**src/rtl/serial_bus_pkg.sv**
```systemverilog
// ---------------------------------------------------------------------------
// serial_bus_pkg
// Shared types and elaboration-time helpers for the serial bus port.
//   sb_state_t : TX sequencer states (idle between words / shifting beats)
//   beats()    : number of bus beats needed to move one parallel word
//   ch_w()     : width of a channel index, never narrower than one bit
// ---------------------------------------------------------------------------
package serial_bus_pkg;

    typedef enum logic {
        SB_IDLE  = 1'b0,
        SB_SHIFT = 1'b1
    } sb_state_t;

    function automatic int beats(input int word_w, input int bus_w);
        return word_w / bus_w;
    endfunction

    function automatic int ch_w(input int n);
        return (n > 1) ? $clog2(n) : 1;
    endfunction

endpackage

```
**src/rtl/serial_bus_port_if.sv**
```systemverilog
// ---------------------------------------------------------------------------
// serial_bus_port_if
// Bundles the channel-side and external-bus signals of serial_bus_port.
//   slave  modport : view taken by serial_bus_port itself
//   master modport : view taken by whatever drives the port (CPU / bench)
// Signals:
//   tx_load/tx_word/tx_busy          per-channel parallel TX hand-off
//   out_bus/data_out_ready/out_ch    serial TX beat towards the far end
//   ard_receive_ready                far end accepts the current beat
//   shift_done                       last beat of a word accepted
//   in_bus/data_in_ready             serial RX beat from the far end
//   rx_word/rx_valid                 assembled RX word and its update pulse
//   error                            sticky protocol error
// ---------------------------------------------------------------------------
interface serial_bus_port_if #(
    parameter int WORD_W = 16,
    parameter int BUS_W  = 8,
    parameter int NCH    = 3
);
    import serial_bus_pkg::*;

    localparam int CH_W = ch_w(NCH);

    logic [NCH-1:0]        tx_load;
    logic [NCH*WORD_W-1:0] tx_word;
    logic [NCH-1:0]        tx_busy;
    logic [BUS_W-1:0]      out_bus;
    logic                  data_out_ready;
    logic                  ard_receive_ready;
    logic [CH_W-1:0]       out_ch;
    logic                  shift_done;
    logic [BUS_W-1:0]      in_bus;
    logic                  data_in_ready;
    logic [WORD_W-1:0]     rx_word;
    logic                  rx_valid;
    logic                  error;

    modport slave (
        input  tx_load, tx_word, ard_receive_ready, in_bus, data_in_ready,
        output tx_busy, out_bus, data_out_ready, out_ch, shift_done,
               rx_word, rx_valid, error
    );

    modport master (
        output tx_load, tx_word, ard_receive_ready, in_bus, data_in_ready,
        input  tx_busy, out_bus, data_out_ready, out_ch, shift_done,
               rx_word, rx_valid, error
    );

endinterface

```
**src/rtl/serial_bus_port_rr_arbiter.sv**
```systemverilog
// ---------------------------------------------------------------------------
// rr_arbiter
// Purely combinational round-robin pick: the first requesting index at or
// after i_ptr, wrapping modulo N.
//   i_req   : request vector
//   i_ptr   : highest-priority index this round
//   o_grant : one-hot grant (all zero when nothing requests)
//   o_idx   : binary index of the grant
//   o_any   : at least one request present
// ---------------------------------------------------------------------------
module rr_arbiter #(
    parameter int N = 3,
    parameter int W = 2
) (
    input  logic [N-1:0] i_req,
    input  logic [W-1:0] i_ptr,
    output logic [N-1:0] o_grant,
    output logic [W-1:0] o_idx,
    output logic         o_any
);

    logic [W-1:0] w_cand;
    logic         w_hit;

    // Walk the requests starting at the pointer; the first hit wins.
    always_comb begin
        o_grant = '0;
        o_idx   = '0;
        o_any   = 1'b0;
        w_cand  = '0;
        w_hit   = 1'b0;
        for (int k = 0; k < N; k++) begin
            w_cand          = W'((int'(i_ptr) + k) % N);
            w_hit           = !o_any && i_req[w_cand];
            o_grant[w_cand] = o_grant[w_cand] | w_hit;
            o_idx           = w_hit ? w_cand : o_idx;
            o_any           = o_any | w_hit;
        end
    end

endmodule

```
**src/rtl/serial_bus_port.sv**
```systemverilog
// ---------------------------------------------------------------------------
// serial_bus_port
// Owns the single narrow external bus. NCH channels hand over parallel words
// which are serialised most-significant beat first under round-robin
// arbitration; incoming beats are assembled back into words.
//   clk, rst : system clock, synchronous active-high reset
//   bus      : serial_bus_port_if.slave (channel hand-off, TX beat, RX beat)
// TX and RX paths are independent and may run in the same cycle.
// ---------------------------------------------------------------------------
module serial_bus_port #(
    parameter int WORD_W = 16,
    parameter int BUS_W  = 8,
    parameter int NCH    = 3
) (
    input  logic              clk,
    input  logic              rst,
    serial_bus_port_if.slave  bus
);
    import serial_bus_pkg::*;

    localparam int BEATS  = beats(WORD_W, BUS_W);
    localparam int CH_W   = ch_w(NCH);
    localparam int BEAT_W = $clog2(BEATS);

    if (WORD_W % BUS_W != 0) begin : g_chk_multiple
        $error("serial_bus_port: WORD_W must be a multiple of BUS_W");
    end
    if (BEATS < 2) begin : g_chk_beats
        $error("serial_bus_port: a word must span at least two beats");
    end
    if (NCH < 1) begin : g_chk_nch
        $error("serial_bus_port: at least one TX channel is required");
    end

    // TX state
    sb_state_t            r_state;
    sb_state_t            w_state_next;
    logic [WORD_W-1:0]    r_hold [NCH];
    logic [NCH-1:0]       r_busy;
    logic [CH_W-1:0]      r_grant;
    logic [NCH-1:0]       r_grant_oh;
    logic [CH_W-1:0]      r_rr_ptr;
    logic [BEAT_W-1:0]    r_beat;
    logic [WORD_W-1:0]    r_tx_shift;
    logic                 r_error;

    // RX state; the top beat of the shifter is never needed before completion
    logic [WORD_W-BUS_W-1:0] r_rx_shift;
    logic [BEAT_W-1:0]       r_rx_cnt;
    logic [WORD_W-1:0]       r_rx_word;
    logic                    r_rx_valid;

    // Combinational helpers
    logic [NCH-1:0]       w_arb_grant;
    logic [CH_W-1:0]      w_arb_idx;
    logic                 w_arb_any;
    logic                 w_accept;
    logic                 w_last;
    logic [NCH-1:0]       w_clear;
    logic [WORD_W-1:0]    w_rx_next;

    rr_arbiter #(
        .N (NCH),
        .W (CH_W)
    ) u_arb (
        .i_req   (r_busy),
        .i_ptr   (r_rr_ptr),
        .o_grant (w_arb_grant),
        .o_idx   (w_arb_idx),
        .o_any   (w_arb_any)
    );

    // Channel whose final beat is accepted this cycle (frees its holding reg).
    assign w_clear   = r_grant_oh & {NCH{w_last}};
    assign w_rx_next = {r_rx_shift, bus.in_bus};

    // TX sequencer state register.
    always_ff @(posedge clk) begin
        if (rst) begin
            r_state <= SB_IDLE;
        end else begin
            r_state <= w_state_next;
        end
    end

    // TX sequencer next state plus beat-accept / last-beat decode.
    always_comb begin
        w_state_next = r_state;
        w_accept     = 1'b0;
        w_last       = 1'b0;
        case (r_state)
            SB_IDLE: begin
                if (w_arb_any) begin
                    w_state_next = SB_SHIFT;
                end else begin
                    w_state_next = SB_IDLE;
                end
            end
            SB_SHIFT: begin
                w_accept = bus.ard_receive_ready;
                if (w_accept && (r_beat == BEAT_W'(BEATS - 1))) begin
                    w_last       = 1'b1;
                    w_state_next = SB_IDLE;
                end else begin
                    w_state_next = SB_SHIFT;
                end
            end
            default: begin
                w_state_next = SB_IDLE;
            end
        endcase
    end

    // TX datapath: latch the granted word, shift one beat per accept.
    // The shifter drains to zero, so out_bus reads 0 whenever idle.
    always_ff @(posedge clk) begin
        if (rst) begin
            r_grant    <= '0;
            r_grant_oh <= '0;
            r_rr_ptr   <= '0;
            r_beat     <= '0;
            r_tx_shift <= '0;
        end else begin
            case (r_state)
                SB_IDLE: begin
                    if (w_arb_any) begin
                        r_grant    <= w_arb_idx;
                        r_grant_oh <= w_arb_grant;
                        r_beat     <= '0;
                        r_tx_shift <= r_hold[w_arb_idx];
                    end else begin
                        r_tx_shift <= '0;
                    end
                end
                SB_SHIFT: begin
                    if (w_accept) begin
                        r_tx_shift <= {r_tx_shift[WORD_W-BUS_W-1:0], {BUS_W{1'b0}}};
                        if (w_last) begin
                            r_beat   <= '0;
                            r_rr_ptr <= (r_grant == CH_W'(NCH - 1)) ? '0 : r_grant + CH_W'(1);
                        end else begin
                            r_beat <= r_beat + BEAT_W'(1);
                        end
                    end else begin
                        r_beat <= r_beat;
                    end
                end
                default: begin
                    r_tx_shift <= '0;
                end
            endcase
        end
    end

    // Channel holding registers, busy flags and the sticky overrun error.
    // A load landing on the cycle the channel's last beat is accepted is legal.
    always_ff @(posedge clk) begin
        if (rst) begin
            r_busy  <= '0;
            r_error <= 1'b0;
            for (int i = 0; i < NCH; i++) begin
                r_hold[i] <= '0;
            end
        end else begin
            for (int i = 0; i < NCH; i++) begin
                if (bus.tx_load[i] && (!r_busy[i] || w_clear[i])) begin
                    r_hold[i] <= bus.tx_word[i*WORD_W +: WORD_W];
                    r_busy[i] <= 1'b1;
                end else if (w_clear[i]) begin
                    r_busy[i] <= 1'b0;
                end else if (bus.tx_load[i]) begin
                    r_error <= 1'b1;
                end else begin
                    r_busy[i] <= r_busy[i];
                end
            end
        end
    end

    // RX deserialiser: MSB beat first, completion pulses rx_valid for one cycle.
    always_ff @(posedge clk) begin
        if (rst) begin
            r_rx_shift <= '0;
            r_rx_cnt   <= '0;
            r_rx_word  <= '0;
            r_rx_valid <= 1'b0;
        end else begin
            r_rx_valid <= 1'b0;
            if (bus.data_in_ready) begin
                r_rx_shift <= w_rx_next[WORD_W-BUS_W-1:0];
                if (r_rx_cnt == BEAT_W'(BEATS - 1)) begin
                    r_rx_word  <= w_rx_next;
                    r_rx_valid <= 1'b1;
                    r_rx_cnt   <= '0;
                end else begin
                    r_rx_cnt <= r_rx_cnt + BEAT_W'(1);
                end
            end else begin
                r_rx_cnt <= r_rx_cnt;
            end
        end
    end

    assign bus.tx_busy        = r_busy;
    assign bus.out_bus        = r_tx_shift[WORD_W-1 -: BUS_W];
    assign bus.data_out_ready = (r_state == SB_SHIFT);
    assign bus.out_ch         = r_grant;
    assign bus.shift_done     = w_last;
    assign bus.rx_word        = r_rx_word;
    assign bus.rx_valid       = r_rx_valid;
    assign bus.error          = r_error;

endmodule

```
**src/flat_wrapper.sv**
```systemverilog
// flat-port wrapper written by rule: the top's interface ports become plain ports
module serial_bus_port_flat import serial_bus_pkg::*;
#(
    parameter int WORD_W = 16,
    parameter int BUS_W  = 8,
    parameter int NCH    = 3
)
  (clk, rst, bus_tx_load, bus_tx_word, bus_ard_receive_ready, bus_in_bus, bus_data_in_ready, bus_tx_busy, bus_out_bus, bus_data_out_ready, bus_out_ch, bus_shift_done, bus_rx_word, bus_rx_valid, bus_error);
  serial_bus_port_if #(.WORD_W(WORD_W), .BUS_W(BUS_W), .NCH(NCH)) bus_i ();
  input  logic clk;
  input  logic rst;
  input wire logic [$bits(bus_i.tx_load)-1:0] bus_tx_load;
  input wire logic [$bits(bus_i.tx_word)-1:0] bus_tx_word;
  input wire logic [$bits(bus_i.ard_receive_ready)-1:0] bus_ard_receive_ready;
  input wire logic [$bits(bus_i.in_bus)-1:0] bus_in_bus;
  input wire logic [$bits(bus_i.data_in_ready)-1:0] bus_data_in_ready;
  output wire logic [$bits(bus_i.tx_busy)-1:0] bus_tx_busy;
  output wire logic [$bits(bus_i.out_bus)-1:0] bus_out_bus;
  output wire logic [$bits(bus_i.data_out_ready)-1:0] bus_data_out_ready;
  output wire logic [$bits(bus_i.out_ch)-1:0] bus_out_ch;
  output wire logic [$bits(bus_i.shift_done)-1:0] bus_shift_done;
  output wire logic [$bits(bus_i.rx_word)-1:0] bus_rx_word;
  output wire logic [$bits(bus_i.rx_valid)-1:0] bus_rx_valid;
  output wire logic [$bits(bus_i.error)-1:0] bus_error;
  assign bus_i.tx_load = bus_tx_load;
  assign bus_i.tx_word = bus_tx_word;
  assign bus_i.ard_receive_ready = bus_ard_receive_ready;
  assign bus_i.in_bus = bus_in_bus;
  assign bus_i.data_in_ready = bus_data_in_ready;
  assign bus_tx_busy = bus_i.tx_busy;
  assign bus_out_bus = bus_i.out_bus;
  assign bus_data_out_ready = bus_i.data_out_ready;
  assign bus_out_ch = bus_i.out_ch;
  assign bus_shift_done = bus_i.shift_done;
  assign bus_rx_word = bus_i.rx_word;
  assign bus_rx_valid = bus_i.rx_valid;
  assign bus_error = bus_i.error;
  serial_bus_port #(.WORD_W(WORD_W), .BUS_W(BUS_W), .NCH(NCH)) u_core (.clk(clk), .rst(rst), .bus(bus_i));
endmodule
```
**config.mk**
```make
export PLATFORM = sky130hd
export DESIGN_NAME = serial_bus_port_flat
export DESIGN_NICKNAME = d
export VERILOG_FILES = /design/src/rtl/serial_bus_pkg.sv /design/src/rtl/serial_bus_port_if.sv /design/src/rtl/serial_bus_port_rr_arbiter.sv /design/src/rtl/serial_bus_port.sv /design/src/flat_wrapper.sv
export SDC_FILE = /design/constraint.sdc
export NUM_CORES = 1
export LEC_CHECK = 0
export CAP_MARGIN = 25
export CORE_ASPECT_RATIO = 0.9
export CORE_MARGIN = 2
export CORE_UTILIZATION = 30
export CTS_CLUSTER_SIZE = 14
export DETAILED_ROUTE_END_ITERATION = 8
export GPL_TIMING_DRIVEN = 0
export SYNTH_ARGS = -nofsm -noshare
export SYNTH_HDL_FRONTEND = slang
export SYNTH_SLANG_ARGS = --single-unit
```
**constraint.sdc**
```tcl
create_clock -name clk -period 2.8 [get_ports clk]
set_clock_uncertainty 0.2 [all_clocks]
set_input_delay 0.28 -clock clk [delete_from_list [all_inputs] [get_ports clk]]
set_output_delay 0.28 -clock clk [all_outputs]
set_load 0.005 [all_outputs]
```
==> metrics <==
CP cell instances=clkdlybuf4s50_1 -> nand3_1 -> inv_2 -> a21boi_1 -> nand2b_1 -> a31oi_1 -> buf_2 -> clkbuf_2 -> and2_1; largest net degree at the start of global routing=18; status=complete, no violations; post-synth top area cell=edfxtp_1; met3 WL=approximately 530 um; commonest non-fill, non-tap cell in the layout=clkdlybuf4s50_1; crit-path max FO=10; Antenna Violating Nets Remaining=0; DIE HEIGHT=121 um; leakage power=~0.0022 uW; power per cell area=roughly 570 nW/um^2; fill count=1446; Total Power=roughly 3400 uW; Net Sw Power=811 uW; CTS tree=built; routed wire length=between 10000 and 15000 um; drt pass-1 iters=4; Flop pwr share=0.512; CTS sink cnt=~100; Die W=between 100 and 150 um; CP Launch Point=bus_ard_receive_ready; final worst setup slack=roughly 0.22 ns; Worst Setup End Kind=register; synthesized area=4550 um^2; Critical Path AT=about 2.6 ns; cells after synthesis=between 400 and 500; I/O Buffers=94; internal power=~2600 uW; io pins=96; grt ovf=0; initial antenna violation count=0; max_slew headroom=0.452; RSZ-0062 raised after global routing=no; # diodes=0; critical path class=in2reg; final core occ=0.408; post-synth cell types=between 50 and 60; via/cell ratio=4.74; DP Cell Count=between 700 and 800; Residual DRC=0; DP Wirelength=roughly 8400 um; min-delay src=u_core.r_rx_shift[5]$_SDFFE_PP0P_; fraction of layout cells with a size suffix above 1=0.0949; number of global-route vias before repair=between 3k and 4k; Worst-path clk slew=around 0.070 ns; Met1 Routed Length=approximately 5100 um; Rows=42; Post-CTS Repair Setup Buffers=0; clk root buf=clkbuf_16; cts repair resizes=0; Vias=approximately 3.4k; Avg WL per Cell=~15 um; Clk pwr share=0.348; asr flop ratio synth=0; cts bufs inserted=9; WL met2=between 5000 and 6000 um; max layer used=met4; number of H-tree levels=3; path category of the worst min-delay check=reg2reg; Setup WS pre-CTS=-0.0989 ns; commonest cells after routing, fill and taps aside=clkdlybuf4s50_1, dfxtp_1, and2_1, edfxtp_1, nor2_1; Yosys Warn Count=0; FF-to-FF Start=u_core.r_rr_ptr[0]$_SDFFE_PP0P_; register bit count reported by yosys=slightly above 100; switching share of power=0.237; Avg Cell Area, Syn=10.9 um^2; VDD IR max=between 0.3 and 0.4 mV; global-route wire length before repair=between 15000 and 20000 um; post-synthesis sequential area ratio=0.559; CP required=about 2.8 ns; Placer Congestion=a little over 0.9; Area contributors post-synth=edfxtp_1, dfxtp_1, and2_1, a22o_1, nor2_1; Crit path max-delay family=buffers and inverters; Yosys top cell area share=0.317; max-cap violations=0; clk buf depth=2; Top FF cell, synth=dfxtp_1; Starting DRT DRC Count=214; Crit path largest cell delay=~0.58 ns; hold buffers post-CTS=0; Comb power frac=0.140; Starting Density=0.308; CP Buf/Inv Count=4; Post-Syn Nets=483; Final min period=around 2.6 ns; clk_lat worst skew=0.34 ns; fmax=387 MHz; Final #Nets=approximately 590; Non-Filler Instances=~730; GRT Overall Usage=0.140; die area=~16000 um^2; Layout area overhead=32.4%; Worst Max-Slew Pin Slew=just over 0.8 ns; startpoint types=input pin; setup violators final=0; slowest cell on the critical path=clkdlybuf4s50_1; pins over their slew limit=0; Tcrit/Tclk final=0.923; Core Footprint=roughly 15000 um^2; final hold vios=0; EDFF count, synth=48
-- metal layers --
metal | up-vias | GRT usage
li1 | 1715 | -
met1 | 1620 | 0.182
met2 | 88 | 0.233
met3 | 11 | 0.0348
met4 | 0 | 0.0379
met5 | - | 0
-- power groups by stage --
stage	clock network, uW	registers, uW	logic, uW
final	1190	1750	480
after global routing	1280	1760	526
after CTS	1220	1750	484
after detailed placement	0	1790	483
after global placement	0	1780	478
after floorplan	0	1770	262
-- metrics by stage --
step                TNS (ns)  hold WS, ns  area (um^2)
finish                     0        0.267         6020
global route               0        0.299         6020
CTS                        0        0.269         6020
detailed placement    -0.987        0.251         5740
global placement      -0.461        0.245         5740
floorplan                  0        0.201         4550
-- cell usage after synthesis, types with 2 or more instances --
cell type,instances
a211oi_1,3
nand2_1,6
o21ai_1,8
nor3_4,2
a21oi_1,9
a21boi_1,4
buf_6,2
a21o_1,2
buf_4,9
a21boi_0,12
a311oi_1,8
nand3_1,24
and2_1,48
edfxtp_1,48
a311oi_2,2
a22o_1,16
a31oi_1,11
o21ai_0,15
nor3_1,3
inv_1,7
mux2i_1,11
clkbuf_1,16
clkbuf_2,2
dfxtp_1,55
ha_1,3
nor2_1,33
nand2b_1,6
o21ai_2,2
nand3b_1,4
and3_1,14
buf_2,8
nor2b_1,3
-- path summary, 6_finish.rpt --
check,endpoint,slack [ns],cells after the start
worst min register to register,u_core.bus.rx_word[13]$_SDFFE_PP0P_,0.27,1
worst max register to register,u_core.r_tx_shift[8]$_SDFFE_PP0P_,0.24,10
worst min-delay path,u_core.bus.rx_word[13]$_SDFFE_PP0P_,0.27,1
worst max-delay path,u_core.r_hold[0][15]$_SDFFCE_PN0P_,0.22,9
-- sequential cells by signal, summed over array words and instances (netlist names), 2 cells and up --
| name | flops |
|---|---|
| u_core.r_tx_shift | 16 |
| u_core.r_hold | 48 |
| u_core.r_rr_ptr | 2 |
| u_core.r_grant_oh | 3 |
| u_core.bus.out_ch | 2 |
| u_core.bus.rx_word | 16 |
| u_core.bus.tx_busy | 3 |
| u_core.r_rx_shift | 8 |
-- layout make-up --
class	count	area (um^2)	share of cell area
clock inverter	4	27.5	0.00457
sequential	103	2540	0.422
multi-input combinational	268	1770	0.294
clock buffer	12	258	0.0428
timing repair buffer	94	941	0.156
inverter	9	33.8	0.00561
buffer	37	201	0.0334
tap	198	248	0.0411
-- cells by family after synthesis --
kind of cell | synth area share
flip-flops | 0.559
multiplexers | 0.0272
XOR/XNOR | 0.00385
AND/OR/NAND/NOR | 0.185
AO/OA/AOI/OAI | 0.165
buffers and inverters | 0.0514
adder cells (fa/ha/maj) | 0.00825
(Power assumes the default switching activity.)
